## src/rtl/arb_pkg.sv

```systemverilog
// rtl/arb_pkg.sv - shared types and helpers for the weighted round-robin arbiter
package arb_pkg;

  typedef enum logic {
    IDLE = 1'b0,
    BUSY = 1'b1
  } state_t;

  localparam int MAX_NUM = 32;
  localparam int MAX_IW  = 5;

  function automatic int idx_width(input int n);
    return $clog2(n);
  endfunction

  function automatic logic [MAX_IW-1:0] onehot_to_idx(input logic [MAX_NUM-1:0] oh);
    logic [MAX_IW-1:0] idx;
    idx = '0;
    for (int i = 0; i < MAX_NUM; i++) begin
      if (oh[i]) idx = idx | MAX_IW'(i);
    end
    return idx;
  endfunction

endpackage

```

## src/rtl/wrr_arbiter_if.sv

```systemverilog
// rtl/wrr_arbiter_if.sv - requester/downstream handshake bundle for wrr_arbiter
interface wrr_arbiter_if
  import arb_pkg::*;
#(
  parameter int NUM = 4,
  parameter int WW  = 4
);
  localparam int IW = idx_width(NUM);

  logic [NUM-1:0]    req_i;
  logic [NUM*WW-1:0] weight_i;
  logic              ready_i;
  logic              last_i;
  logic [NUM-1:0]    gnt_o;
  logic [IW-1:0]     gnt_idx_o;
  logic              gnt_valid_o;

  modport master (
    output req_i, weight_i, ready_i, last_i,
    input  gnt_o, gnt_idx_o, gnt_valid_o
  );

  modport slave (
    input  req_i, weight_i, ready_i, last_i,
    output gnt_o, gnt_idx_o, gnt_valid_o
  );

endinterface

```

## src/rtl/rr_pick.sv

```systemverilog
// rtl/rr_pick.sv - rotating-priority one-hot pick starting at ptr, wrapping LSB-first
module rr_pick #(
  parameter int NUM = 4,
  parameter int IW  = 2
) (
  input  logic [NUM-1:0] vec,
  input  logic [IW-1:0]  ptr,
  output logic [NUM-1:0] pick
);

  logic [NUM-1:0] mask;
  logic [NUM-1:0] masked;
  logic [NUM-1:0] hi_pick;
  logic [NUM-1:0] lo_pick;

  // x & -x isolates the lowest set bit: a fixed LSB-first priority pick
  assign mask    = ~((NUM'(1) << ptr) - NUM'(1));
  assign masked  = vec & mask;
  assign hi_pick = masked & (~masked + NUM'(1));
  assign lo_pick = vec & (~vec + NUM'(1));
  assign pick    = (masked != '0) ? hi_pick : lo_pick;

endmodule

```

## src/rtl/wrr_arbiter.sv

```systemverilog
// rtl/wrr_arbiter.sv - weighted round-robin arbiter with per-requester credits and transfer lock
module wrr_arbiter
  import arb_pkg::*;
#(
  parameter int NUM = 4,
  parameter int WW  = 4
) (
  input logic          clk_i,
  input logic          rst_i,
  wrr_arbiter_if.slave bus
);

  localparam int IW = idx_width(NUM);

  state_t         state;
  logic [IW-1:0]  ptr;
  logic [WW-1:0]  credit [NUM];
  logic [NUM-1:0] gnt_q;
  logic [IW-1:0]  gnt_idx_q;
  logic           gnt_valid_q;

  logic [NUM-1:0] has_credit;
  logic [NUM-1:0] elig;
  logic           need_reload;
  logic [NUM-1:0] pick_vec;
  logic [NUM-1:0] pick;
  logic           done;

  always_comb begin
    has_credit = '0;
    for (int i = 0; i < NUM; i++) begin
      has_credit[i] = (credit[i] != '0);
    end
  end

  // An exhausted eligible set reloads this cycle, so the pick sees every requester
  assign elig        = bus.req_i & has_credit;
  assign need_reload = (elig == '0);
  assign pick_vec    = need_reload ? bus.req_i : elig;
  assign done        = bus.ready_i && bus.last_i;

  rr_pick #(
    .NUM (NUM),
    .IW  (IW)
  ) u_rr_pick (
    .vec  (pick_vec),
    .ptr  (ptr),
    .pick (pick)
  );

  always_ff @(posedge clk_i) begin
    if (rst_i) begin
      state       <= IDLE;
      ptr         <= '0;
      gnt_q       <= '0;
      gnt_idx_q   <= '0;
      gnt_valid_q <= 1'b0;
      for (int i = 0; i < NUM; i++) begin
        credit[i] <= '0;
      end
    end else begin
      case (state)
        IDLE: begin
          if (bus.req_i != '0) begin
            if (need_reload) begin
              for (int i = 0; i < NUM; i++) begin
                credit[i] <= (bus.weight_i[i*WW +: WW] == '0) ? WW'(1)
                                                              : bus.weight_i[i*WW +: WW];
              end
            end
            gnt_q       <= pick;
            gnt_idx_q   <= IW'(onehot_to_idx(MAX_NUM'(pick)));
            gnt_valid_q <= 1'b1;
            state       <= BUSY;
          end
        end
        BUSY: begin
          if (done) begin
            if (credit[gnt_idx_q] != '0) begin
              credit[gnt_idx_q] <= credit[gnt_idx_q] - WW'(1);
            end
            // Keep priority while credit remains; otherwise rotate past the winner
            if (credit[gnt_idx_q] <= WW'(1)) begin
              ptr <= (gnt_idx_q == IW'(NUM - 1)) ? '0 : gnt_idx_q + IW'(1);
            end else begin
              ptr <= gnt_idx_q;
            end
            gnt_q       <= '0;
            gnt_idx_q   <= '0;
            gnt_valid_q <= 1'b0;
            state       <= IDLE;
          end
        end
        default: state <= IDLE;
      endcase
    end
  end

  assign bus.gnt_o       = gnt_q;
  assign bus.gnt_idx_o   = gnt_idx_q;
  assign bus.gnt_valid_o = gnt_valid_q;

endmodule

```

## src/flat_wrapper.sv

```systemverilog
// flat-port wrapper written by rule: the top's interface ports become plain ports
module wrr_arbiter_flat import arb_pkg::*;
#(
  parameter int NUM = 4,
  parameter int WW  = 4
)
  (clk_i, rst_i, bus_req_i, bus_weight_i, bus_ready_i, bus_last_i, bus_gnt_o, bus_gnt_idx_o, bus_gnt_valid_o);
  wrr_arbiter_if #(.NUM(NUM), .WW(WW)) bus_i ();
  input logic clk_i;
  input logic rst_i;
  input wire logic [$bits(bus_i.req_i)-1:0] bus_req_i;
  input wire logic [$bits(bus_i.weight_i)-1:0] bus_weight_i;
  input wire logic [$bits(bus_i.ready_i)-1:0] bus_ready_i;
  input wire logic [$bits(bus_i.last_i)-1:0] bus_last_i;
  output wire logic [$bits(bus_i.gnt_o)-1:0] bus_gnt_o;
  output wire logic [$bits(bus_i.gnt_idx_o)-1:0] bus_gnt_idx_o;
  output wire logic [$bits(bus_i.gnt_valid_o)-1:0] bus_gnt_valid_o;
  assign bus_i.req_i = bus_req_i;
  assign bus_i.weight_i = bus_weight_i;
  assign bus_i.ready_i = bus_ready_i;
  assign bus_i.last_i = bus_last_i;
  assign bus_gnt_o = bus_i.gnt_o;
  assign bus_gnt_idx_o = bus_i.gnt_idx_o;
  assign bus_gnt_valid_o = bus_i.gnt_valid_o;
  wrr_arbiter #(.NUM(NUM), .WW(WW)) u_core (.clk_i(clk_i), .rst_i(rst_i), .bus(bus_i));
endmodule
```

## config.mk

```make
export PLATFORM = sky130hd
export DESIGN_NAME = wrr_arbiter_flat
export DESIGN_NICKNAME = d
export VERILOG_FILES = /design/src/rtl/arb_pkg.sv /design/src/rtl/wrr_arbiter_if.sv /design/src/rtl/rr_pick.sv /design/src/rtl/wrr_arbiter.sv /design/src/flat_wrapper.sv
export SDC_FILE = /design/constraint.sdc
export NUM_CORES = 1
export LEC_CHECK = 0
export CORE_MARGIN = 3
export CORE_UTILIZATION = 47
export DETAILED_ROUTE_END_ITERATION = 10
export PLACE_DENSITY = 0.76
export REMOVE_ABC_BUFFERS = 1
export SKIP_CTS_REPAIR_TIMING = 1
export SLEW_MARGIN = 25
export SYNTH_ARGS = -nofsm -noshare
export SYNTH_HDL_FRONTEND = slang
export SYNTH_SLANG_ARGS = --single-unit
```

## constraint.sdc

```tcl
create_clock -name clk_i -period 1.9 [get_ports clk_i]
set_input_delay 0.285 -clock clk_i [delete_from_list [all_inputs] [get_ports clk_i]]
set_output_delay 0.285 -clock clk_i [all_outputs]
set_load 0.005 [all_outputs]
```

==> reports/metrics.yaml <==
setup_path:
  startpoint_type: "flop"
  crit_path_max_fanout: 5
  r2r_cells: 8
  path_class: "reg -> reg"
  crit_path_frequent_cell: "buf_6"
  crit_slowest_cell: "mux4_4"
  rrSetupSlack_ns: -0.29
  critPathMaxStageDelay_ns: 0.68
  crit_buf_inv: 3
  crit_family: "multiplexers"
  reg2reg_to: "u_core.credit[1][3]"
  regToRegStartpoint: "u_core.credit[0][0]"
  crit_chain: "buf_6 -> mux4_4 -> inv_4 -> ha_4 -> a211oi_4 -> nand2_2 -> buf_6 -> o2bb2ai_2"
  arrival_ns: 2.28
  required_ns: 1.99
  end_kind: "flop"
final_layout:
  fill_cells: 183
  area_growth_pct: 64.2
  fin_util: 0.811
  layout_commonest_cell: "buf_4"
  drive_above_1_share: 0.458
  nets: 259
  diodes: 0
  final_cell_mix: "buf_4 (34), clkdlybuf4s50_1 (30), edfxtp_1 (16)"
floorplanning:
  core-area_um2: 3390
  die_h_um: 65.7
  die_x_um: 65.7
  start_util: 0.494
  die-area_um2: 4310
  num_rows: 21
  ios: 31
clocking:
  cts-buffers-inserted: 3
  insertion_delay_ns: 0.34
  cts_tree: "done"
  cts.htree.levels: 1
  cts.path.max_buffers: 2
  clkTransAtPathRegs_ns: 0.16
  clock-sinks: 28
  clock-root-buffer: "clkbuf_4"
sta:
  timing.final.crit_share: 1.15
  setup_viol: 42
  rsz0062_at_grt: "true"
  finalWorstSetupSlack_ns: -0.289
  fmax_mhz: 457
  fin_skew_ns: 0.0143
  slew-limit-headroom: 0.658
  finalHoldViolations: 0
  setup_tns_ns: -8.20
  period_needed_ns: 2.19
  worstMarginPinSlew_ns: 0.510
  hold_ws_ns: 0.465
  drv_slew: 0
power_and_ir_drop:
  p_leak_uw: 0.000996
  switching_share: 0.334
  vdd.ir_drop.worst_mv: 0.382
  p_total_uw: 1690
  p_clk_frac: 0.182
  intPower_uw: 1120
  pwr-share-comb: 0.381
  seq_power_share: 0.438
  pwr_density_cell_nw_per_um2: 613
  switching_power_uw: 562
worst_hold_path:
  min_to: "u_core.bus.gnt_o[2]"
  hold_start: "u_core.bus.gnt_o[2]"
  hold_path_class: "reg -> reg"
  holdPathStages: 2
global_route:
  grtUsageTotal: 0.224
  grt_pass1_vias: 1550
  antenna_found_initial: 0
  grt_pass1_wl_um: 7200
  grt_start_max_net_pins: 16
  gr-total-overflow: 0
detailed_routing:
  drc: 0
  dr.pass1.iters: 4
  route.vias.total: 1711
  wirelength_um: 6090
  vias_per_cell: 6.27
  ant_nets: 0
  drt-initial-drc-count: 112
  wl_per_cell_um: 22.3
synthesis:
  yosys.area.top_type: "edfxtp_1"
  synth-seq-cells: 28
  syn_inst: 154
  async_flop_share: 0
  synth_top_area_frac: 0.287
  synth_edf_count: 16
  ys_seq_area_frac: 0.431
  synth_top_flop_cell: "edfxtp_1"
  ys_warn_count: 0
  yosysUniqueCellTypes: 45
  syn_area_um2: 1670
  avgSynthCellArea_um2: 10.9
  ys_top_cells_by_area: "edfxtp_1 (29%), dfxtp_1 (14%), o2bb2ai_1 (6.3%), ha_1 (5.2%), mux4_2 (4.0%)"
outcome:
  status: "finished with violations"
  violations: "negative setup slack"
placed_design:
  dp_hpwl_um: 3650
  globalplace.congestion: 0.904
  portBuffers: 30
job:
  drv_cap: 0
-- metal layers --
metal  up-vias  part of all wire  wire length, um  GRT usage
met3        26             0.055              335     0.0342
met1       841              0.37             2260      0.265
li1        764                 -                -          -
met2        80              0.53             3240      0.401
met4         0             0.043              259     0.0907
met5         -                 0                0          0
-- Yosys cell counts, types with 2 or more instances --
library cell  count
edfxtp_1         16
nand2_1          15
dfxtp_1          12
nor2_1           12
o2bb2ai_1        12
a21oi_1           8
ha_1              7
inv_1             6
a211oi_1          5
nand3_1           5
nor3_1            5
o22ai_1           4
a31oi_1           3
mux4_2            3
nand4_1           3
o211ai_1          3
and3_1            2
mux2i_1           2
o2111ai_1         2
o21ai_0           2
o41ai_4           2
xnor2_1           2
-- power by group through the flow --
| stage | sequential, uW | combinational, uW | clock, uW |
|---|---|---|---|
| 3_5_place_dp | 742 | 440 | 0 |
| 3_3_place_gp | 738 | 426 | 0 |
| 2_1_floorplan | 733 | 212 | 0 |
| 5_1_grt | 741 | 678 | 324 |
| 4_1_cts | 728 | 443 | 300 |
| 6_report | 738 | 642 | 306 |
-- tightest hold or removal path, stage by stage (launching register included) --
cell     delay [ns]
dfxtp_1        0.34
nand2_1        0.05
a21oi_1        0.05
-- worst max-delay path by stage --
| stage | startpoint | endpoint | slack, ns | cells past startpoint |
|---|---|---|---|---|
| 6_report | u_core.credit[0][0] | u_core.credit[1][3] | -0.29 | 8 |
| 3_5_place_dp | u_core.credit[0][3] | u_core.credit[1][3] | -0.63 | 5 |
| 4_1_cts | u_core.credit[0][3] | u_core.credit[1][3] | -0.67 | 5 |
| 3_3_place_gp | u_core.credit[0][3] | u_core.credit[0][3] | -0.47 | 5 |
| 2_1_floorplan | u_core.credit[0][3] | u_core.credit[0][2] | -0.65 | 5 |
| 5_1_grt | u_core.credit[0][0] | u_core.ptr[1] | -0.34 | 7 |
-- cell families (layout without fill, tap and decap cells) --
family / Yosys count / after routing / share of synthesized area
muxes: 6 / 6 / 0.0673
buffers and inverters: 10 / 83 / 0.0337
AOI/OAI and AO/OA: 51 / 51 / 0.257
DFF: 28 / 28 / 0.431
and+or+nand+nor: 50 / 50 / 0.149
adders and majority gates: 7 / 7 / 0.0524
xor gates and xnor gates: 2 / 2 / 0.0105
-- registers in the layout, indices dropped and copies added, names as in the netlist, named ones only --
register                flops
u_core.bus.gnt_valid_o      1
u_core.credit              16
u_core.bus.gnt_o            4
u_core.ptr                  2
u_core.state                1
u_core.bus.gnt_idx_o        2
-- layout make-up --
class                           count  area [um^2]  area share
Clock buffer                        4         36.3      0.0132
Inverter                            6         27.5      0.0100
Multi-Input combinational cell    116         1230       0.446
Sequential cell                    28          721       0.262
Tap cell                           46         57.6      0.0209
Timing Repair Buffer               73          679       0.247
-- through the flow --
stage	area (um^2)	setup slack (ns)	cells
6_report	2750	-0.289	273
5_1_grt	2750	-0.344	273
4_1_cts	2290	-0.668	262
2_1_floorplan	1640	-0.648	150
3_5_place_dp	2250	-0.628	258
3_3_place_gp	2250	-0.470	258
No activity file was read; power rests on OpenSTA's default activity.
